<file path="src/rtl/z80_block_xfer_seq_if.sv">
// Memory bus between the block-transfer sequencer (master) and memory (slave).
interface z80_block_xfer_seq_if;
    logic [15:0] mem_addr;
    logic        mem_rd;
    logic        mem_wr;
    logic [7:0]  mem_wdata;
    logic [7:0]  mem_rdata;
    logic        mem_wait;

    modport master (
        output mem_addr,
        output mem_rd,
        output mem_wr,
        output mem_wdata,
        input  mem_rdata,
        input  mem_wait
    );

    modport slave (
        input  mem_addr,
        input  mem_rd,
        input  mem_wr,
        input  mem_wdata,
        output mem_rdata,
        output mem_wait
    );
endinterface

</file>
<file path="src/rtl/z80_block_xfer_seq.sv">
// Z80 LDI/LDD/LDIR/LDDR execution sequencer: read, write, 2 extended T-states, optional repeat.
// Optional macro Z80_UNDOC_XY_FLAGS_EN derives undocumented flag bits 5/3 from a_in + transferred byte.
module z80_block_xfer_seq (
    input  logic        clk,
    input  logic        reset_n,
    input  logic        start,
    input  logic        dec,
    input  logic        rpt,
    input  logic [15:0] bc_in,
    input  logic [15:0] de_in,
    input  logic [15:0] hl_in,
    input  logic [15:0] ip_in,
    input  logic [7:0]  a_in,
    input  logic [7:0]  f_in,
    z80_block_xfer_seq_if.master bus,
    output logic        busy,
    output logic        done,
    output logic [15:0] bc_out,
    output logic [15:0] de_out,
    output logic [15:0] hl_out,
    output logic [15:0] ip_out,
    output logic [7:0]  f_out
);

    typedef enum logic [3:0] {
        S_IDLE, S_RD_T1, S_RD_T2, S_RD_T3, S_WR_T1, S_WR_T2, S_WR_T3,
        S_EXT1, S_EXT2, S_INT1, S_INT2, S_INT3, S_INT4, S_INT5, S_DONE
    } state_t;

    state_t      state_reg, state_next;

    logic        dec_reg, rpt_reg;
    logic [15:0] bc_reg, de_reg, hl_reg, ip_reg;
    logic [7:0]  f_reg, data_reg;
    logic [15:0] bc_calc_reg, de_calc_reg, hl_calc_reg;
    logic [15:0] mem_addr_reg;
    logic        mem_rd_reg, mem_wr_reg;
    logic        rd_next, wr_next, repeat_take;
    logic [7:0]  f_calc;

    assign repeat_take = rpt_reg && (bc_calc_reg != 16'h0000);

    always_comb begin
        state_next = state_reg;
        unique case (state_reg)
            S_IDLE:  if (start) state_next = S_RD_T1;
            S_RD_T1: state_next = S_RD_T2;
            S_RD_T2: if (!bus.mem_wait) state_next = S_RD_T3;
            S_RD_T3: state_next = S_WR_T1;
            S_WR_T1: state_next = S_WR_T2;
            S_WR_T2: if (!bus.mem_wait) state_next = S_WR_T3;
            S_WR_T3: state_next = S_EXT1;
            S_EXT1:  state_next = S_EXT2;
            S_EXT2:  state_next = repeat_take ? S_INT1 : S_DONE;
            S_INT1:  state_next = S_INT2;
            S_INT2:  state_next = S_INT3;
            S_INT3:  state_next = S_INT4;
            S_INT4:  state_next = S_INT5;
            S_INT5:  state_next = S_DONE;
            S_DONE:  state_next = S_IDLE;
            default: state_next = S_IDLE;
        endcase
    end

    // Strobes are registered from the next state so they are clean for the whole M-cycle.
    assign rd_next = (state_next == S_RD_T1) || (state_next == S_RD_T2) || (state_next == S_RD_T3);
    assign wr_next = (state_next == S_WR_T1) || (state_next == S_WR_T2) || (state_next == S_WR_T3);

`ifdef Z80_UNDOC_XY_FLAGS_EN
    logic [7:0] a_reg;
    logic [7:0] xy_sum;
    assign xy_sum = a_reg + data_reg;
`else
    logic unused_a;
    assign unused_a = ^a_in;
`endif

    always_comb begin
        f_calc    = f_reg;
        f_calc[4] = 1'b0;
        f_calc[1] = 1'b0;
        f_calc[2] = (bc_calc_reg != 16'h0000);
`ifdef Z80_UNDOC_XY_FLAGS_EN
        f_calc[3] = xy_sum[3];
        f_calc[5] = xy_sum[1];
`endif
    end

    always_ff @(posedge clk or negedge reset_n) begin
        if (!reset_n) begin
            state_reg    <= S_IDLE;
            dec_reg      <= 1'b0;
            rpt_reg      <= 1'b0;
            bc_reg       <= 16'h0000;
            de_reg       <= 16'h0000;
            hl_reg       <= 16'h0000;
            ip_reg       <= 16'h0000;
            f_reg        <= 8'h00;
            data_reg     <= 8'h00;
            bc_calc_reg  <= 16'h0000;
            de_calc_reg  <= 16'h0000;
            hl_calc_reg  <= 16'h0000;
            mem_addr_reg <= 16'h0000;
            mem_rd_reg   <= 1'b0;
            mem_wr_reg   <= 1'b0;
            bc_out       <= 16'h0000;
            de_out       <= 16'h0000;
            hl_out       <= 16'h0000;
            ip_out       <= 16'h0000;
            f_out        <= 8'h00;
`ifdef Z80_UNDOC_XY_FLAGS_EN
            a_reg        <= 8'h00;
`endif
        end else begin
            state_reg  <= state_next;
            mem_rd_reg <= rd_next;
            mem_wr_reg <= wr_next;

            if (state_reg == S_IDLE && start) begin
                dec_reg      <= dec;
                rpt_reg      <= rpt;
                bc_reg       <= bc_in;
                de_reg       <= de_in;
                hl_reg       <= hl_in;
                ip_reg       <= ip_in;
                f_reg        <= f_in;
                mem_addr_reg <= hl_in;
`ifdef Z80_UNDOC_XY_FLAGS_EN
                a_reg        <= a_in;
`endif
            end

            if (state_reg == S_RD_T3) begin
                data_reg     <= bus.mem_rdata;
                mem_addr_reg <= de_reg;
            end

            if (state_reg == S_EXT1) begin
                bc_calc_reg <= bc_reg - 16'd1;
                hl_calc_reg <= dec_reg ? hl_reg - 16'd1 : hl_reg + 16'd1;
                de_calc_reg <= dec_reg ? de_reg - 16'd1 : de_reg + 16'd1;
            end

            // Results become visible together with the done pulse and hold until the next one.
            if (state_next == S_DONE) begin
                bc_out <= bc_calc_reg;
                de_out <= de_calc_reg;
                hl_out <= hl_calc_reg;
                ip_out <= repeat_take ? ip_reg : ip_reg + 16'd2;
                f_out  <= f_calc;
            end
        end
    end

    assign bus.mem_addr  = mem_addr_reg;
    assign bus.mem_rd    = mem_rd_reg;
    assign bus.mem_wr    = mem_wr_reg;
    assign bus.mem_wdata = data_reg;

    assign busy = (state_reg != S_IDLE);
    assign done = (state_reg == S_DONE);

endmodule

</file>
<file path="src/flat_wrapper.sv">
// flat-port wrapper written by rule: the top's interface ports become plain ports
module z80_block_xfer_seq_flat 
  (clk, reset_n, start, dec, rpt, bc_in, de_in, hl_in, ip_in, a_in, f_in, busy, done, bc_out, de_out, hl_out, ip_out, f_out, bus_mem_addr, bus_mem_rd, bus_mem_wr, bus_mem_wdata, bus_mem_rdata, bus_mem_wait);
  z80_block_xfer_seq_if bus_i ();
  input  logic clk;
  input  logic reset_n;
  input  logic start;
  input  logic dec;
  input  logic rpt;
  input  logic [15:0] bc_in;
  input  logic [15:0] de_in;
  input  logic [15:0] hl_in;
  input  logic [15:0] ip_in;
  input  logic [7:0] a_in;
  input  logic [7:0] f_in;
  output logic busy;
  output logic done;
  output logic [15:0] bc_out;
  output logic [15:0] de_out;
  output logic [15:0] hl_out;
  output logic [15:0] ip_out;
  output logic [7:0] f_out;
  output wire logic [$bits(bus_i.mem_addr)-1:0] bus_mem_addr;
  output wire logic [$bits(bus_i.mem_rd)-1:0] bus_mem_rd;
  output wire logic [$bits(bus_i.mem_wr)-1:0] bus_mem_wr;
  output wire logic [$bits(bus_i.mem_wdata)-1:0] bus_mem_wdata;
  input wire logic [$bits(bus_i.mem_rdata)-1:0] bus_mem_rdata;
  input wire logic [$bits(bus_i.mem_wait)-1:0] bus_mem_wait;
  assign bus_mem_addr = bus_i.mem_addr;
  assign bus_mem_rd = bus_i.mem_rd;
  assign bus_mem_wr = bus_i.mem_wr;
  assign bus_mem_wdata = bus_i.mem_wdata;
  assign bus_i.mem_rdata = bus_mem_rdata;
  assign bus_i.mem_wait = bus_mem_wait;
  z80_block_xfer_seq u_core (.clk(clk), .reset_n(reset_n), .start(start), .dec(dec), .rpt(rpt), .bc_in(bc_in), .de_in(de_in), .hl_in(hl_in), .ip_in(ip_in), .a_in(a_in), .f_in(f_in), .bus(bus_i), .busy(busy), .done(done), .bc_out(bc_out), .de_out(de_out), .hl_out(hl_out), .ip_out(ip_out), .f_out(f_out));
endmodule
</file>
<file path="config.mk">
export PLATFORM = sky130hd
export DESIGN_NAME = z80_block_xfer_seq_flat
export DESIGN_NICKNAME = d
export VERILOG_FILES = /design/src/rtl/z80_block_xfer_seq_if.sv /design/src/rtl/z80_block_xfer_seq.sv /design/src/flat_wrapper.sv
export SDC_FILE = /design/constraint.sdc
export NUM_CORES = 1
export LEC_CHECK = 0
export ABC_CLOCK_PERIOD_IN_PS = 2400
export CORE_ASPECT_RATIO = 0.6
export CORE_UTILIZATION = 47
export CTS_CLUSTER_DIAMETER = 100
export DETAILED_ROUTE_END_ITERATION = 10
export GPL_ROUTABILITY_DRIVEN = 0
export HOLD_SLACK_MARGIN = 0.1
export PLACE_DENSITY = 0.76
export SLEW_MARGIN = 25
export SYNTH_ARGS = -nofsm -noshare
export SYNTH_HDL_FRONTEND = slang
export SYNTH_SLANG_ARGS = --single-unit
</file>
<file path="constraint.sdc">
create_clock -name clk -period 2.4 [get_ports clk]
set_input_delay 0.48 -clock clk [delete_from_list [all_inputs] [get_ports clk]]
set_output_delay 0.48 -clock clk [all_outputs]
set_load 0.01 [all_outputs]
</file>
After elaboration in Yosys (flattened, before gate mapping)
Index checks and enable logic that the tools add are counted.
Storage, ports and cells
  register bits: 222
  bits of input ports: 94
  output and inout bits: 100
  logic and storage cells: 67
Operators by class
  $add $sub $neg: 6
  equal/unequal tests: 21
  multiplexer cells: 10
  reduce and logical (&&, ||, !) cells: 10
Operators with widths (number)
  two-way mux 16 bit: 5
  one-hot mux 4 bit (14 select lines): 1
  subtractor 16 x 1 -> 16 bit (second input constant): 3
  adder 16 x 1 -> 16 bit (second input constant): 2
  == test 4 bit (second input constant): 8
  == test 4 x 3 -> 1 bit (second input constant): 7
  adder 16 x 2 -> 16 bit (second input constant): 1
  == test 4 x 2 -> 1 bit (second input constant): 4
  nonzero test 16 bit: 1
  two-way mux 4 bit: 3
  == test 4 x 1 -> 1 bit (second input constant): 2
  logical NOT 4 bit: 1
  logical OR 1 bit: 4
  nonzero test 4 bit: 1
  two-way mux 3 bit: 1
  logical AND 1 bit: 2
  nonzero test 2 bit: 1

Depth between registers and ports, before layout
Gate-level depths: netlist of run 1.
  word-level depth: 7
  mapped depth: 8
  mapped depth without buffers: 8

Worst setup path after synthesis of run 1
No wires, ideal clock.
  path kind: reg-to-reg
  start: register u_core.dec_reg
  end: register u_core.de_calc_reg[14]
  library setup time: 0.146 ns
  arrival time: 2.447 ns
  data required time: 2.254 ns
  slack: -0.192 ns
  stages on the path, launching flop included: 9
  path buffers: 0
  clock period less this slack: 2.592 ns
  cells stage by stage: dfrtp_1 -> inv_1 -> fa_1 -> nor2b_1 -> o31a_1 -> a21oi_1 -> a211oi_1 -> mux2i_1 -> o311ai_0
On the way
  word-level cells in the longest chain between the ends: 1
RTL lines
  from (decl): line z80_block_xfer_seq.sv:32  | logic dec_reg, rpt_reg;
  from (signal assigned): line z80_block_xfer_seq.sv:92  | dec_reg <= 1'b0;
  from (signal assigned): line z80_block_xfer_seq.sv:120  | dec_reg <= dec;
  two-way mux 16 bit: line z80_block_xfer_seq.sv:141  | de_calc_reg <= dec_reg ? de_reg - 16'd1 : de_reg + 16'd1;
  to (signal assigned): line z80_block_xfer_seq.sv:141
  to (decl): line z80_block_xfer_seq.sv:35  | logic [15:0] bc_calc_reg, de_calc_reg, hl_calc_reg;
Every way passes these cells.
A chain may end at the register's enable or synchronous reset.

Worst setup path after layout of run 1
  start: register u_core.bc_calc_reg[8]
  end: register u_core.bc_out[14]
On the way
  word-level cells in the longest chain between the ends: 5
RTL lines
  from (decl): line z80_block_xfer_seq.sv:35
  from (signal assigned): line z80_block_xfer_seq.sv:139  | bc_calc_reg <= bc_reg - 16'd1;
  nonzero test 16 bit: line z80_block_xfer_seq.sv:41  | assign repeat_take = rpt_reg && (bc_calc_reg != 16'h0000);
  logical AND 1 bit: line z80_block_xfer_seq.sv:41
  two-way mux 3 bit: line z80_block_xfer_seq.sv:54  | S_EXT2: state_next = repeat_take ? S_INT1 : S_DONE;
  one-hot mux 4 bit (14 select lines): line z80_block_xfer_seq.sv:45  | unique case (state_reg)
  == test 4 bit: line z80_block_xfer_seq.sv:145  | if (state_next == S_DONE) begin
  to (signal assigned): line z80_block_xfer_seq.sv:146  | bc_out <= bc_calc_reg;
  to (decl): line z80_block_xfer_seq.sv:18  | output logic [15:0] bc_out,
Every way passes these cells.

==> flow_metrics.py, run 1 <==
metrics = {
    "run_status": {
        "run_status": "complete, but fails checks",
        "violations_in_the_final_reports": "DRC",
    },
    "routing": {
        "vias": 8056,
        "drt_drc_violations_left": 13,
        "wl_per_instance_um": 16.85,
        "routed_antenna_nets": 0,
        "drt_iter0_markers": 504,
        "drtPass1Iterations": 8,
        "drt-total-wl_mm": 25.56,
        "viasPerCell": 5.310,
    },
    "synth": {
        "synth-compound-area-share": 0.1023,
        "sequential_share_of_the_synthesized_area": 0.5328,
        "netlist_area_mm2": 0.01028,
        "mux_contribution_to_synthesized_area": 0.08674,
        "yosysWarningCount": 0,
        "synthDistinctLibCells": 54,
        "synth.ff_latch_count": 219,
        "postSynthAreaPerCell_um2": 10.11,
        "ys.flop_type": "sky130_fd_sc_hd__dfrtp_1",
        "largest_family_of_logic_cells_by_synthesized_area": "simple AND/OR/NAND/NOR gates",
        "synth_xor_xnor_area_share": 0.03662,
        "synth-adder-area-share": 0.04039,
        "synthArstFlopShare": 1.000,
        "syn-instance-count": 1017,
        "synth_simple_gate_area_frac": 0.1735,
        "post_synth_edffs": 0,
    },
    "critical_path": {
        "reg2reg_depth": 6,
        "critPathBufInv": 1,
        "critical_path.max_stage_delay_ps": 550,
        "largest_delay_share_family_worst_path": "compound AO/OA/AOI/OAI gates",
        "worst-path-stages": 6,
        "cp.arrival_ps": 2780,
        "path_max_fanout": 48,
        "worst_ep_required_time_ps": 2790,
        "endpoint_kind": "register",
        "critical_path.slowest_cell": "sky130_fd_sc_hd__or4_4",
        "worst_path_cell_chain": "or4_4 -> o41ai_4 -> nand2_1 -> a21bo_4 -> buf_12 -> mux2_2",
        "worst_setup_sp_type": "register",
        "worst-setup-path-type": "register to register",
    },
    "sta": {
        "grt_setup_unrepaired": "true",
        "final_worst_path_period_need_ps": 2397,
        "portion_of_the_clock_cycle_consumed_by_the_worst_path_in_the_final_layout": 0.9987,
        "final.setup_skew_ps": 9.539,
        "finalHoldViolCount": 0,
        "setup_violations_final": 0,
        "worst_slew_margin_rel": 0.5993,
        "tightest_slew_ps": 595.5,
        "report.final.slew_viol_count": 0,
        "achievable-frequency_ghz": 0.4172,
    },
    "floorplan": {
        "floorplan.core_area_mm2": 0.02124,
        "floorplan.die_area_mm2": 0.02250,
        "i_o_pin_count": 194,
        "die_width_um": 193.0,
        "num_rows": 41,
        "floorplan.initialDensity": 0.4843,
        "dieHeight_um": 116.6,
    },
    "clocking": {
        "htreeDepth": 1,
        "clk_latency_ps": 500,
        "clk_root_buffer_cell": "sky130_fd_sc_hd__clkbuf_16",
        "cts-root-to-sink-buffers": 3,
        "clock_sinks": 219,
        "tritoncts.num_buffers": 21,
        "cts.clk_slew.worst_paths_ps": 60,
        "tritoncts": "built",
    },
    "power_and_ir_drop": {
        "clock_power_share": 0.168,
        "total_net_switching_power_mw": 7.116,
        "swShare": 0.3756,
        "comb_power_share": 0.482,
        "vdd_ir_drop_max_v": 0.0007396,
        "pwr-share-seq": 0.349,
        "total_leakage_power_nw": 6.419,
        "p_per_area_mw_per_mm2": 1395,
        "intPower_mw": 11.83,
    },
    "finish": {
        "final.fill_count": 1728,
        "area_growth_synth_to_finish_pct": 32.07,
        "final_nets": 1350,
        "leading_cell_type_in_the_layout_fill_and_taps_excluded": "sky130_fd_sc_hd__nand2_1",
        "mostFrequentLayoutCells": "sky130_fd_sc_hd__nand2_1 (323), sky130_fd_sc_hd__dfrtp_1 (215), sky130_fd_sc_hd__clkdlybuf4s50_1 (179), sky130_fd_sc_hd__o21ai_0 (64), sky130_fd_sc_hd__buf_4 (36)",
        "finalNonFillerCells": 1517,
        "antenna_cells_inserted": 0,
        "final_layout_size_suffix_gt1_frac": 0.1519,
        "final_cell_area_mm2": 0.01358,
    },
    "placed_design": {
        "detailed_place.area_mm2": 0.01267,
        "placed_cells": 1469,
        "place_hpwl_mm": 18.08,
        "place.port_buffers": 180,
    },
    "grt": {
        "grt_most_used_layer": "met2",
        "grt.total_usage": 0.2291,
        "antenna_found_initial": 0,
        "grt_max_degree": 65,
        "wire_length_of_the_first_global_routing_pass_mm": 40.61,
        "first_global_vias": 7846,
        "gr-usage-met2": 0.3501,
        "grt_util_met3": 0.04718,
        "global_route.overflow_total": 0,
        "grt.met1_usage": 0.3356,
    },
    "min_path": {
        "timing.hold.worst.class": "register to register",
        "worstHoldPathCells": 2,
    },
    "job": {
        "max_capacitance_violation_total": 0,
    },
}
[worst paths after layout]
| kind | endpoint | startpoint | slack [ps] |
|---|---|---|---|
| hold reg to reg | u_core.ip_out[11] | u_core.ip_out[11] | 480 |
| max in group asynchronous | u_core.de_calc_reg[9] | reset_n | 1240 |
| setup reg to reg | u_core.bc_out[14] | u_core.bc_calc_reg[8] | 3 |
| setup / recovery | u_core.bc_out[14] | u_core.bc_calc_reg[8] | 3 |
| hold / removal | u_core.ip_out[11] | u_core.ip_out[11] | 480 |
| min in group asynchronous | u_core.bc_out[14] | reset_n | 520 |
[stage by stage]
step           worst slack [ps]  power (mW)  setup TNS [ps]  utilization  hold WS, ps
6_report                  3.056       18.95               0       0.6396        481.1
5_1_grt                  -51.61       20.35           -1211       0.6396        502.8
4_1_cts                   7.383       18.74               0       0.6325        481.8
3_5_place_dp             -105.4       15.29          -511.1       0.5967        465.9
3_3_place_gp             -7.388       15.00          -7.388       0.5967        455.6
2_1_floorplan            -35.99       11.75           -1045            -        184.4
[routing by layer]
| layer | wire, um | vias up |
|---|---|---|
| li1 | - | 3876 |
| met1 | 12070 | 3877 |
| met2 | 11070 | 266 |
| met3 | 1916 | 37 |
| met4 | 502 | 0 |
| met5 | 0 | - |
[worst register-to-register path, stage by stage (launching register included)]
cell	delay [ps]
sky130_fd_sc_hd__dfrtp_1	410
sky130_fd_sc_hd__or4_4	550
sky130_fd_sc_hd__o41ai_4	440
sky130_fd_sc_hd__nand2_1	110
sky130_fd_sc_hd__a21bo_4	250
sky130_fd_sc_hd__buf_12	180
sky130_fd_sc_hd__mux2_2	340
[synth_stat cells (10+ instances only)]
cell | number | area [um^2]
sky130_fd_sc_hd__xor2_1 | 28 | 245.2
sky130_fd_sc_hd__o31ai_1 | 10 | 75.07
sky130_fd_sc_hd__nor2_1 | 24 | 90.09
sky130_fd_sc_hd__nand3_1 | 13 | 65.06
sky130_fd_sc_hd__xnor2_1 | 15 | 131.4
sky130_fd_sc_hd__dfrtp_1 | 219 | 5480
sky130_fd_sc_hd__ha_1 | 30 | 375.4
sky130_fd_sc_hd__a22oi_1 | 13 | 97.59
sky130_fd_sc_hd__a21oi_1 | 31 | 155.2
sky130_fd_sc_hd__clkbuf_1 | 35 | 131.4
sky130_fd_sc_hd__nand2_1 | 324 | 1216
sky130_fd_sc_hd__a21o_1 | 10 | 75.07
sky130_fd_sc_hd__o21ai_0 | 68 | 340.3
sky130_fd_sc_hd__mux2_4 | 32 | 480.5
sky130_fd_sc_hd__mux2_2 | 33 | 371.6
sky130_fd_sc_hd__inv_1 | 14 | 52.55
[power by group through the flow]
stage               sequential, mW  combinational (mW)  clock [mW]
floorplan                     6.66                5.09           0
global placement              6.63                8.37           0
detailed placement            6.68                8.61           0
CTS                           6.60                8.88        3.26
global route                  6.82                10.1        3.41
finish                        6.62                9.14        3.19
[cell families (layout without fill, tap and decap cells)]
kind of cell,Yosys count,in the layout
other,1,2
AOI/OAI and AO/OA,168,168
adders and majority gates,32,32
muxes,69,69
DFF,219,219
xor gates and xnor gates,43,43
buffers and inverters,61,281
and+or+nand+nor,424,424
[area by class of cell]
cell class / instances / area, um^2 / share of cell area
inverter: 14 / 52.55 / 0.003869
clock inverter: 5 / 33.78 / 0.002487
timing repair buffer: 230 / 2338 / 0.1722
multi-input combinational: 738 / 4697 / 0.3458
sequential: 219 / 5485 / 0.4038
tap: 279 / 349.1 / 0.02570
clock buffer: 32 / 626.9 / 0.04615
[what timing repair did]
item / 4_1_cts / 5_1_grt
setup buffers: 7 / 3
setup endpoints to repair: 19 / 76
gates resized for setup: 6 / 34
pin swaps: 1 / 9
hold endpoints to repair: 58 / 0
hold buffers: 1 / 0
cloned: 0 / 0
(Power assumes the default switching activity.)
==> inputs of run 2 (changes only) <==
- CAP_MARGIN: default -> 10
- CORE_MARGIN: default -> 2
==> run 2 against run 1 <==
The run ends with setup timing left. Non-clock buffer count rose by 9. First-iteration DRC count fell by 5.0%. Via count rose by 2.0%. Utilization rose by 1.0 points. Cell count rose by 0.59%. Global-route usage fell by 0.26 points. Critical path depth rose by 1. Flip-flop and latch count did not move. Register-to-register slack got worse by 100 ps. Count of clock-buffer cells in the layout fell by 1. Sequential share of layout area fell by 0.64 points. Clock skew fell by 2.5 ps. Critical endpoint is now u_core.ip_out[7]. Largest cell class unchanged.
==> flow_metrics.py, run 2 (same netlist as run 1, synthesis figures left out) <==
metrics = {
    "routing": {
        "viasPerCell": 5.387,
        "routed_antenna_nets": 0,
        "wl_per_instance_um": 17.31,
        "drt-total-wl_mm": 26.41,
        "drt_drc_violations_left": 0,
        "drtPass1Iterations": 5,
        "vias": 8221,
        "drt_iter0_markers": 479,
    },
    "sta": {
        "final_worst_path_period_need_ps": 2498,
        "portion_of_the_clock_cycle_consumed_by_the_worst_path_in_the_final_layout": 1.041,
        "grt_setup_unrepaired": "true",
        "setup_violations_final": 68,
        "final_critical_path_setup_slack_ps": -98.32,
        "achievable-frequency_ghz": 0.4003,
        "finalHoldViolCount": 0,
        "final.setup_skew_ps": 7.025,
        "report.final.slew_viol_count": 0,
    },
    "min_path": {
        "timing.hold.worst.class": "register to register",
    },
    "finish": {
        "final_nets": 1359,
        "final.fill_count": 1637,
        "final_cell_area_mm2": 0.01380,
        "leading_cell_type_in_the_layout_fill_and_taps_excluded": "sky130_fd_sc_hd__nand2_1",
        "area_growth_synth_to_finish_pct": 34.22,
        "antenna_cells_inserted": 0,
        "final_layout_size_suffix_gt1_frac": 0.1692,
        "postLayoutCoreUtil": 0.6500,
        "mostFrequentLayoutCells": "sky130_fd_sc_hd__nand2_1 (315), sky130_fd_sc_hd__dfrtp_1 (214), sky130_fd_sc_hd__clkdlybuf4s50_1 (178), sky130_fd_sc_hd__o21ai_0 (52), sky130_fd_sc_hd__buf_4 (43)",
    },
    "clocking": {
        "cts.clk_slew.worst_paths_ps": 60,
        "cts-root-to-sink-buffers": 3,
        "tritoncts.num_buffers": 21,
        "clk_latency_ps": 490,
        "tritoncts": "built",
        "clock_sinks": 219,
        "htreeDepth": 1,
        "clk_root_buffer_cell": "sky130_fd_sc_hd__clkbuf_16",
    },
    "power_and_ir_drop": {
        "total_leakage_power_nw": 6.548,
        "vdd_ir_drop_max_v": 0.0005706,
        "p_per_area_mw_per_mm2": 1417,
    },
    "run_status": {
        "run_status": "complete, but fails checks",
        "violations_in_the_final_reports": "setup timing",
    },
    "grt": {
        "grt_most_used_layer": "met2",
        "antenna_found_initial": 0,
        "wire_length_of_the_first_global_routing_pass_mm": 42.30,
        "global_route.overflow_total": 0,
        "grt_max_degree": 73,
        "first_global_vias": 8084,
        "gr-usage-met2": 0.3458,
        "grt_util_met3": 0.04795,
        "grt.total_usage": 0.2265,
        "grt.met1_usage": 0.3346,
    },
    "critical_path": {
        "worst_ep_required_time_ps": 2780,
        "worst-setup-path-type": "register to register",
        "endpoint_kind": "register",
        "path_max_fanout": 8,
        "cp.arrival_ps": 2880,
        "worst_setup_sp_type": "register",
    },
    "placed_design": {
        "place.port_buffers": 180,
        "place_hpwl_mm": 18.25,
        "dp_slack_ps": -94.30,
        "detailed_place.area_mm2": 0.01267,
    },
    "floorplan": {
        "floorplan.core_area_mm2": 0.02124,
        "dieHeight_um": 118.6,
        "die_width_um": 195.0,
        "num_rows": 41,
        "floorplan.initialDensity": 0.4843,
        "floorplan.die_area_mm2": 0.02312,
        "i_o_pin_count": 194,
    },
    "job": {
        "max_capacitance_violation_total": 0,
    },
}
run 2: cell count changes in the layout (fill, tap and decap cells not counted), moves of 3 or more:
| cell | before | now |
|---|---|---|
| sky130_fd_sc_hd__bufinv_16 | 0 | 3 |
| sky130_fd_sc_hd__clkbuf_1 | 5 | 2 |
| sky130_fd_sc_hd__o21ai_0 | 64 | 52 |
| sky130_fd_sc_hd__nand2_1 | 323 | 315 |
| sky130_fd_sc_hd__buf_4 | 36 | 43 |
| sky130_fd_sc_hd__o21ai_1 | 4 | 14 |
| sky130_fd_sc_hd__buf_12 | 12 | 9 |
| sky130_fd_sc_hd__nand2_2 | 1 | 9 |
run 2: cell type report:
cell class                      instances  area, um^2  area share
Sequential cell                       219        5487      0.3974
Multi-Input combinational cell        738        4715      0.3415
Timing Repair Buffer                  239        2450      0.1775
Clock buffer                           31       643.1     0.04659
Tap cell                              279       349.1     0.02529
Clock inverter                          6       108.9    0.007885
Inverter                               14       52.55    0.003807
run 2: metal layers:
layer	part of all wire	up-vias
met5	0	-
met4	0.018	0
met3	0.069	40
met2	0.43	265
met1	0.48	4018
li1	-	3898
run 2: path summary, 6_finish.rpt:
check	start	endpoint	depth (start not counted)	slack (ps)
min in group asynchronous	reset_n	u_core.bc_out[15]	2	510
max reg2reg	u_core.bc_calc_reg[6]	u_core.ip_out[7]	7	-100
min reg2reg	u_core.f_reg[6]	u_core.f_reg[6]	2	470
max	u_core.bc_calc_reg[6]	u_core.ip_out[7]	7	-100
max in group asynchronous	reset_n	u_core.hl_reg[6]	3	1140
min	u_core.f_reg[6]	u_core.f_reg[6]	2	470
run 2: timing repair:
action / 4_1_cts / 5_1_grt
setup endpoints to repair: 60 / 85
endpoints found under the hold margin: 56 / 0
hold buffers: 1 / 0
resized for setup: 13 / 53
pin swaps: 2 / 12
setup buffers: 6 / 4
cloned: 2 / 3
run 2: worst max-delay path: stages, from the launching register on:
cell and delay (ps):
sky130_fd_sc_hd__dfrtp_1 380, sky130_fd_sc_hd__or4_4 560, sky130_fd_sc_hd__o41ai_4 390, sky130_fd_sc_hd__buf_4 180, sky130_fd_sc_hd__nand2_2 60, sky130_fd_sc_hd__a21bo_4 310, sky130_fd_sc_hd__clkbuf_16 210, sky130_fd_sc_hd__mux2_4 300
run 2: metrics by stage:
stage,total power [mW],TNS [ps],std cells,hold slack [ps]
after floorplan,11.75,-1045,1018,184.4
after global placement,14.99,-1408,1473,443.7
after detailed placement,15.29,-4332,1473,443.2
after CTS,19.16,-3474,1519,477.8
after global routing,20.93,-7389,1526,499.6
final,19.56,-4657,1526,472.5
run 2: power breakdown:
part	internal, mW	leakage, nW	total [mW]	switching, mW
combinational	4.79	3.42	9.32	4.53
clock	2.18	0.373	3.57	1.40
sequential	5.37	2.75	6.66	1.29
==> inputs of run 3 (changes only) <==
- CORE_UTILIZATION: 47 -> 58
- DONT_BUFFER_PORTS: default -> 1
==> run 3 against run 2 <==
The run ends with hold timing, setup timing left. Critical path type unchanged. Utilization increased by 5.3 points. Largest cell class unchanged. Maximum frequency rose by 2.2%. Sequential share of layout area grew 5.4 points. Via count decreased by 7.5%. Power fell by 9.2%. Global-route usage increased by 4.1 points. Largest power group is now sequential cells.
==> flow_metrics.py, run 3 (same netlist as run 1, synthesis figures left out) <==
metrics = {
    "power_and_ir_drop": {
        "swShare": 0.3924,
        "total_leakage_power_nw": 5.918,
        "vdd_ir_drop_max_v": 0.0007899,
        "pwr-share-seq": 0.406,
        "design_power_total_mw": 17.76,
        "comb_power_share": 0.403,
        "clock_power_share": 0.191,
        "total_net_switching_power_mw": 6.969,
        "p_per_area_mw_per_mm2": 1463,
        "intPower_mw": 10.79,
    },
    "sta": {
        "final.setup_skew_ps": 10.22,
        "grt_setup_unrepaired": "true",
        "portion_of_the_clock_cycle_consumed_by_the_worst_path_in_the_final_layout": 1.019,
        "setup_violations_final": 54,
        "worst_slew_margin_rel": 0.6081,
        "achievable-frequency_ghz": 0.4090,
        "final_worst_path_period_need_ps": 2445,
        "finalHoldViolCount": 219,
        "report.final.slew_viol_count": 0,
        "tightest_slew_ps": 582.5,
        "hold_ws_ps": -312.5,
        "final_critical_path_setup_slack_ps": -44.79,
    },
    "clocking": {
        "clk_latency_ps": 490,
        "clock_sinks": 219,
        "tritoncts.num_buffers": 20,
        "htreeDepth": 1,
        "clk_root_buffer_cell": "sky130_fd_sc_hd__clkbuf_16",
        "tritoncts": "built",
        "cts.clk_slew.worst_paths_ps": 70,
        "cts-root-to-sink-buffers": 3,
    },
    "job": {
        "max_capacitance_violation_total": 0,
    },
    "routing": {
        "drt_drc_violations_left": 0,
        "drtPass1Iterations": 6,
        "wl_per_instance_um": 18.70,
        "routed_antenna_nets": 0,
        "drt-total-wl_mm": 24.91,
        "drt_iter0_markers": 532,
        "vias": 7606,
        "viasPerCell": 5.710,
    },
    "grt": {
        "global_route.overflow_total": 0,
        "first_global_vias": 7456,
        "wire_length_of_the_first_global_routing_pass_mm": 39.99,
        "antenna_found_initial": 0,
        "grt.total_usage": 0.2677,
        "grt_max_degree": 220,
    },
    "floorplan": {
        "die_width_um": 175.9,
        "floorplan.die_area_mm2": 0.01885,
        "floorplan.initialDensity": 0.5956,
        "floorplan.core_area_mm2": 0.01727,
        "num_rows": 37,
        "i_o_pin_count": 194,
        "dieHeight_um": 107.2,
    },
    "critical_path": {
        "cp.arrival_ps": 2820,
        "reg2reg_depth": 7,
        "worst_setup_sp_type": "register",
        "reg2reg_from": "u_core.bc_calc_reg[2]",
        "path_max_fanout": 16,
        "worst-setup-path-type": "register to register",
        "endpoint_kind": "register",
        "regToRegEndpoint": "u_core.hl_out[8]",
        "worst_ep_required_time_ps": 2770,
        "minimum_setup_slack_among_reg_to_reg_paths_ps": -40,
    },
    "finish": {
        "mostFrequentLayoutCells": "sky130_fd_sc_hd__nand2_1 (319), sky130_fd_sc_hd__dfrtp_1 (218), sky130_fd_sc_hd__o21ai_0 (60), sky130_fd_sc_hd__dlygate4sd3_1 (52), sky130_fd_sc_hd__buf_4 (34)",
        "finalNonFillerCells": 1332,
        "multi_input_logic_area_mm2": 0.004721,
        "area_growth_synth_to_finish_pct": 18.05,
        "final_layout_size_suffix_gt1_frac": 0.1648,
        "leading_cell_type_in_the_layout_fill_and_taps_excluded": "sky130_fd_sc_hd__nand2_1",
        "final.fill_count": 1243,
        "postLayoutCoreUtil": 0.7031,
        "antenna_cells_inserted": 0,
        "ff_latch_area_mm2": 0.005482,
        "final_nets": 1212,
    },
    "placed_design": {
        "placed_cells": 1240,
        "place_hpwl_mm": 16.53,
        "place.port_buffers": 0,
    },
    "run_status": {
        "run_status": "complete, but fails checks",
        "violations_in_the_final_reports": "hold timing, setup timing",
    },
    "min_path": {
        "timing.hold.worst.class": "input pin to asynchronous set/reset pin",
    },
}
-- run 3: cell types whose count changed in the layout (fill, tap and decap cells not counted), moves of 5 or more --
cell,change
sky130_fd_sc_hd__o21ai_1,-7
sky130_fd_sc_hd__clkdlybuf4s50_1,-178
sky130_fd_sc_hd__o21ai_0,+8
sky130_fd_sc_hd__dlygate4sd3_1,+51
sky130_fd_sc_hd__buf_4,-9
sky130_fd_sc_hd__buf_12,-5
-- run 3: worst max-delay path by stage --
stage / from / slack (ps) / cells past startpoint / end
after CTS: u_core.bc_calc_reg[3] / -60 / 7 / u_core.hl_out[13]
after floorplan: u_core.bc_calc_reg[6] / -40 / 7 / u_core.de_out[11]
after global routing: u_core.bc_calc_reg[0] / -120 / 7 / u_core.de_out[12]
final: u_core.bc_calc_reg[2] / -40 / 7 / u_core.hl_out[8]
after detailed placement: u_core.bc_calc_reg[10] / -130 / 7 / u_core.ip_out[5]
after global placement: u_core.bc_calc_reg[10] / -40 / 7 / u_core.ip_out[0]
-- run 3: area by class of cell --
type / count / share of cell area
clock buffers: 27 / 0.04843
inverters: 14 / 0.004328
clock inverters: 7 / 0.009275
flip-flops and latches: 219 / 0.4515
multi-input cells: 738 / 0.3888
repair buffers: 93 / 0.07358
well taps: 234 / 0.02411
-- run 3: timing repair --
action                                 in CTS  in global routing
pin swaps                                   1                  3
setup endpoints to repair                  61                 83
gates resized for setup                     6                 42
cloned                                      0                  0
endpoints found under the hold margin     270                220
hold buffers                               51                  1
buffers inserted                            4                  2
-- run 3: power groups by stage --
stage	Combinational (mW)	Clock, mW	Sequential (mW)
2_1_floorplan	5.09	0	6.66
3_3_place_gp	6.27	0	7.16
3_5_place_dp	6.51	0	7.22
4_1_cts	6.73	3.45	7.17
5_1_grt	8.01	3.61	7.43
6_report	7.16	3.39	7.21
-- run 3: through the flow --
stage | hold slack [ps] | worst slack (ps) | TNS [ps] | cell area [um^2]
finish | -312.5 | -44.79 | -1645 | 12140
global route | -345.4 | -116.5 | -6094 | 12140
CTS | -332.9 | -58.74 | -2071 | 11950
detailed placement | 195.1 | -132.9 | -5907 | 10690
global placement | 194.4 | -37.19 | -1044 | 10690
floorplan | 184.4 | -35.99 | -1045 | 10300
-- run 3: worst max-delay path, cell delays in order, from the launching register on --
cell                      delay (ps)
sky130_fd_sc_hd__dfrtp_1         390
sky130_fd_sc_hd__or4_4           560
sky130_fd_sc_hd__o41ai_4         350
sky130_fd_sc_hd__buf_4           200
sky130_fd_sc_hd__nand2_2          60
sky130_fd_sc_hd__a21bo_4         270
sky130_fd_sc_hd__buf_12          180
sky130_fd_sc_hd__mux2_4          300
-- run 3: metal layers --
layer  track usage  part of all wire  vias to the layer above
li1              -                 -                     3592
met1        0.3880              0.45                     3698
met2        0.4049              0.45                      288
met3       0.07908             0.093                       28
met4       0.05136             0.014                        0
met5             0                 0                        -
==> edit 1: new RTL, flow settings as in run 2 <==
Make the reset (`reset_n`) synchronous in one clocked block.
--- a/src/rtl/z80_block_xfer_seq.sv
+++ b/src/rtl/z80_block_xfer_seq.sv
@@ -87,5 +87,5 @@
     end
 
-    always_ff @(posedge clk or negedge reset_n) begin
+    always_ff @(posedge clk) begin
         if (!reset_n) begin
             state_reg    <= S_IDLE;
Check against the original RTL: differs if reset_n is asserted again (counterexample within 4 cycles, from zero or initial values and one cycle with reset_n low); with reset_n held inactive, the same outputs for 10 cycles.
==> edit 1 against run 2 <==
- the run still ends with setup timing left
- sequential share of layout area down 5.9 points
- non-clock buffer count grew 13
- highest routed layer unchanged
- synthesized area is 6.7% lower
- wire length is 11% higher
- design area decreased by 6.2%
- critical endpoint is now u_core.ip_out[7]
- sequential cell count unchanged
- setup slack gained 0.062 ns
- die area decreased by 6.5%
Power is not compared: it rests on default switching activity, and its combinational part moved more than twofold at a synthesized area within 25%.
==> edit 1: results (changes against run 2) <==
Worst setup path
  • Max FO, Critical Path: 9 (+1)
  • R2R depth: 8 (+1)
  • Crit path DAT: 2.87 ns (about the same)
  • Critical R2R Capture: u_core.ip_out[7]
  • Worst reg2reg path startpoint: u_core.bc_calc_reg[8]

Placed design
  • Hpwl dp: 19,700 microns (+8.0%)

Global route
  • GRT Util Overall: 24.9% (+2.2 points)
  • Met3 usage: 5.39% (+0.60 points)
  • Met2 usage: 32.9% (-1.6 points)
  • M1 GR Usage: 40.6% (+7.1 points)
  • Largest net degree at the start of global routing: 72 (-1.4%)
  • Global-route wire length before repair: 43,400 microns (+2.7%)

Final layout
  • Share of cells above drive strength 1: 9.81% (-7.1 points)
  • Final net count: 1,541 (+13%)
  • Fill cell count: 1,706 (+4.2%)

Clock network
  • Clock buffer count from CTS: 20 (-4.8%)
  • Clock Pin Slew Worst Setup and Hold Paths: around 0.070 ns

Route
  • Met3 routed WL: 2750 microns (+52%)
  • M1 wire length: 15,000 microns (+18%)
  • Via/cell ratio: 5.48 (+1.8%)
  • Initial DRC count: 752 (+57%)
  • Routed WL: 29,400 microns (+11%)

Synth
  • Sequential area share after synthesis: 45.7% (-7.6 points)
  • Synth top cells by count: nand2_1 (361), dfxtp_1 (219), a21oi_1 (180)
  • Distinct cells, synth: 63 (+17%)
  • Area contributors post-synth: dfxtp_1 (46%), nand2_1 (14%), a21oi_1 (9.4%), ha_1 (3.9%), xnor2_1 (2.6%)

Timing
  • TNS Setup: -0.211 ns (+4.45 ns)
  • Setup violators final: 17 (-75%)
  • Setup ws final: -0.0362 ns (+0.0621 ns)

Status
  • Failing checks: setup timing
  • Status: finished with violations
==> edit 1: layout make-up <==
class	instances	area (sq um)	share of cell area (%)
Tap cell	273	342	2.64
Clock inverter	3	26.3	0.203
Sequential cell	219	4390	33.9
Timing Repair Buffer	252	2610	20.1
Clock buffer	31	562	4.34
Inverter	16	65.1	0.502
Multi-Input combinational cell	906	4960	38.3
==> edit 1: metrics by stage <==
| stage | utilization, % | cell area [sq um] | instances | worst slack [ns] | total power [mW] |
|---|---|---|---|---|---|
| floorplan | - | 9610 | 1219 | 0.0379 | 5.63 |
| global placement | 59.7 | 12000 | 1649 | -0.0352 | 6.54 |
| detailed placement | 59.7 | 12000 | 1649 | -0.0956 | 6.61 |
| CTS | 63.0 | 12600 | 1687 | -0.0192 | 9.55 |
| global route | 64.7 | 13000 | 1700 | -0.114 | 10.1 |
| finish | 64.7 | 13000 | 1700 | -0.0362 | 9.62 |
==> edit 1: logic make-up after synthesis <==
group                    Yosys count  share of synthesized area (%)
AO/OA/AOI/OAI                    319                           19.5
multiplexers                       1                          0.104
adder cells (fa/ha/maj)           32                           4.33
AND/OR/NAND/NOR                  510                           22.3
buffers and inverters             94                           4.25
XOR/XNOR                          42                           3.83
flip-flops                       219                           45.7
other                              1                         0.0391
==> edit 1: power breakdown <==
| group | switching, mW | leakage [nW] | internal, mW |
|---|---|---|---|
| clock network | 1.35 | 0.286 | 1.61 |
| logic | 1.45 | 2.60 | 1.03 |
| registers | 0.270 | 1.78 | 3.91 |
==> edit 1: repair_timing <==
action                     4_1_cts  5_1_grt
gates resized for setup          7       37
cloned                           1       10
pin swaps                        5        3
setup endpoints to repair       10       78
buffers inserted                 3        4
==> edit 2: new RTL, config.mk and constraints of run 2 <==
Without the edit above. Add a define of `Z80_UNDOC_XY_FLAGS_EN`.
--- a/src/rtl/z80_block_xfer_seq.sv
+++ b/src/rtl/z80_block_xfer_seq.sv
@@ -1,4 +1,6 @@
 // Z80 LDI/LDD/LDIR/LDDR execution sequencer: read, write, 2 extended T-states, optional repeat.
 // Optional macro Z80_UNDOC_XY_FLAGS_EN derives undocumented flag bits 5/3 from a_in + transferred byte.
+`define Z80_UNDOC_XY_FLAGS_EN
+
 module z80_block_xfer_seq (
     input  logic        clk,
Formal check against the unedited RTL: not equivalent (Yosys sat finds a counterexample within 10 cycles, from zero or initial values and one cycle with reset_n low).
==> edit 2 against run 2 <==
- the flow still finishes with violations (setup timing)
- sequential cell count is 2 higher
- design area increased by 2.9%
- final cell count increased by 3.3%
- setup slack lost 0.087 ns
- clock power down 5%
- synthesized area hardly changed
- total power rose by 4.2%
- via count increased by 2.6%
- wire length increased by 2.6%
- count of clock-buffer cells in the layout is 2 higher
- hold slack hardly changed
- critical path type unchanged
- highest routed layer unchanged
==> edit 2: results (changes against run 2) <==
Status
  • Status: finished with violations
  • Failing checks: setup timing

Worst hold path
  • Worst hold path class: input pin to async pin

Placed design
  • Hpwl dp: 18,700 microns (+2.6%)
  • DP Area: 12,800 sq um (+1.3%)
  • # port buffers: 182 (+1.1%)

Power
  • Logic pwr share: 50.1% (+2.4 points)
  • Pint: 12.7 mW (+2.5%)
  • Peak VDD IR: 788 uV (+38%)
  • Leakage: 6.72 nW (+2.6%)
  • Clock Power: 3.39 mW (-5%)

Worst setup path
  • Max FO, Critical Path: 9 (+1)
  • Critical R2R Capture: u_core.bc_out[7]
  • Crit path DAT: 2.96 ns (+0.08 ns)
  • Worst reg2reg path startpoint: u_core.bc_calc_reg[13]

Synth
  • Distinct cells, synth: 55 (+1.9%)
  • Area contributors post-synth: dfrtp_1 (54%), nand2_1 (12%), mux2_1 (5.7%), ha_1 (3.9%), xnor2_1 (3.0%)
  • Sequential area share after synthesis: 53.8% (+0.47 points)
  • FFs w/ async S/R, synth: 100% (unchanged)
  • Synth top cells by count: nand2_1 (318), dfrtp_1 (221), o21ai_0 (58)

Final layout
  • Fill cell count: 1,669 (+2.0%)
  • Share of cells above drive strength 1: 15.8% (-1.1 points)
  • Final net count: 1,412 (+3.9%)

Route
  • Initial DRC count: 642 (+34%)
  • WL per Instance: 17.2 microns (-0.75%)
  • Via count: 8,438 (+2.6%)

Global route
  • GRT Util Overall: 23.0% (+0.33 points)
  • M1 GR Usage: 35.7% (+2.3 points)
  • Largest net degree at the start of global routing: 60 (-18%)
  • Initial antenna violation count: 1 (+1)
  • Met2 usage: 32.4% (-2.1 points)
  • Global-route wire length before repair: 42,900 microns (+1.5%)
  • Vias in the first global route: 8,016 (-0.84%)

Clock network
  • Post-CTS Resized: 53 (+40)
  • Clock Pin Slew Worst Setup and Hold Paths: 0.06 ns (about the same)
  • Postcts setup bufs: 5 (-1)

Timing
  • Setup violators final: 61 (-10%)
  • Setup ws final: -0.185 ns (-0.0870 ns)
  • Final hold slack: 0.472 ns (-0.000290 ns)
  • Clock Skew: 0.00762 ns (+0.000592 ns)
[edit 2: changes by cell type in the layout (fill, tap and decap cells not counted), sizes merged, moves of 4 or more]
| cell | run 2 | this run |
|---|---|---|
| nand4 | 9 | 5 |
| buf | 57 | 77 |
| mux2 | 65 | 60 |
| nor2 | 24 | 32 |
| nor3 | 8 | 20 |
| nand2 | 324 | 318 |
| xor2 | 28 | 15 |
| xnor2 | 15 | 35 |
| o21ai | 68 | 77 |
| nor2b | 9 | 4 |
| inv | 14 | 23 |
[edit 2: final cells by class]
class / instances / area share [%]
clock buffer: 33 / 4.44
clock inverter: 4 / 0.493
inverter: 23 / 0.608
multi-input combinational: 756 / 34.4
sequential: 221 / 39.0
tap: 279 / 2.46
timing repair buffer: 261 / 18.7
[edit 2: logic make-up after synthesis]
kind of cell    synth area share [%]
mux                             7.15
simple gates                    17.4
fa+ha+maj                       4.28
xor+xnor                        4.26
other cells                   0.0364
buf+inv                         2.70
flops                           53.8
compound gates                  10.5
[edit 2: metal layers]
metal  vias up  part of all wire, %
li1       4029                    -
met1      4132                   49
met2       249                   42
met3        28                  7.7
met4         0                  1.4
met5         -                    0
[edit 2: through the flow]
stage / std cells / setup TNS [ns] / setup slack [ns] / power, mW / utilization [%]
3_3_place_gp: 1518 / -5.33 / -0.104 / 15.4 / 60.4
3_5_place_dp: 1518 / -8.76 / -0.172 / 15.7 / 60.4
2_1_floorplan: 1047 / 0 / 0.0365 / 11.7 / -
4_1_cts: 1564 / -7.50 / -0.145 / 19.8 / 65.4
6_report: 1577 / -8.86 / -0.185 / 20.4 / 66.9
5_1_grt: 1577 / -13.45 / -0.242 / 21.8 / 66.9
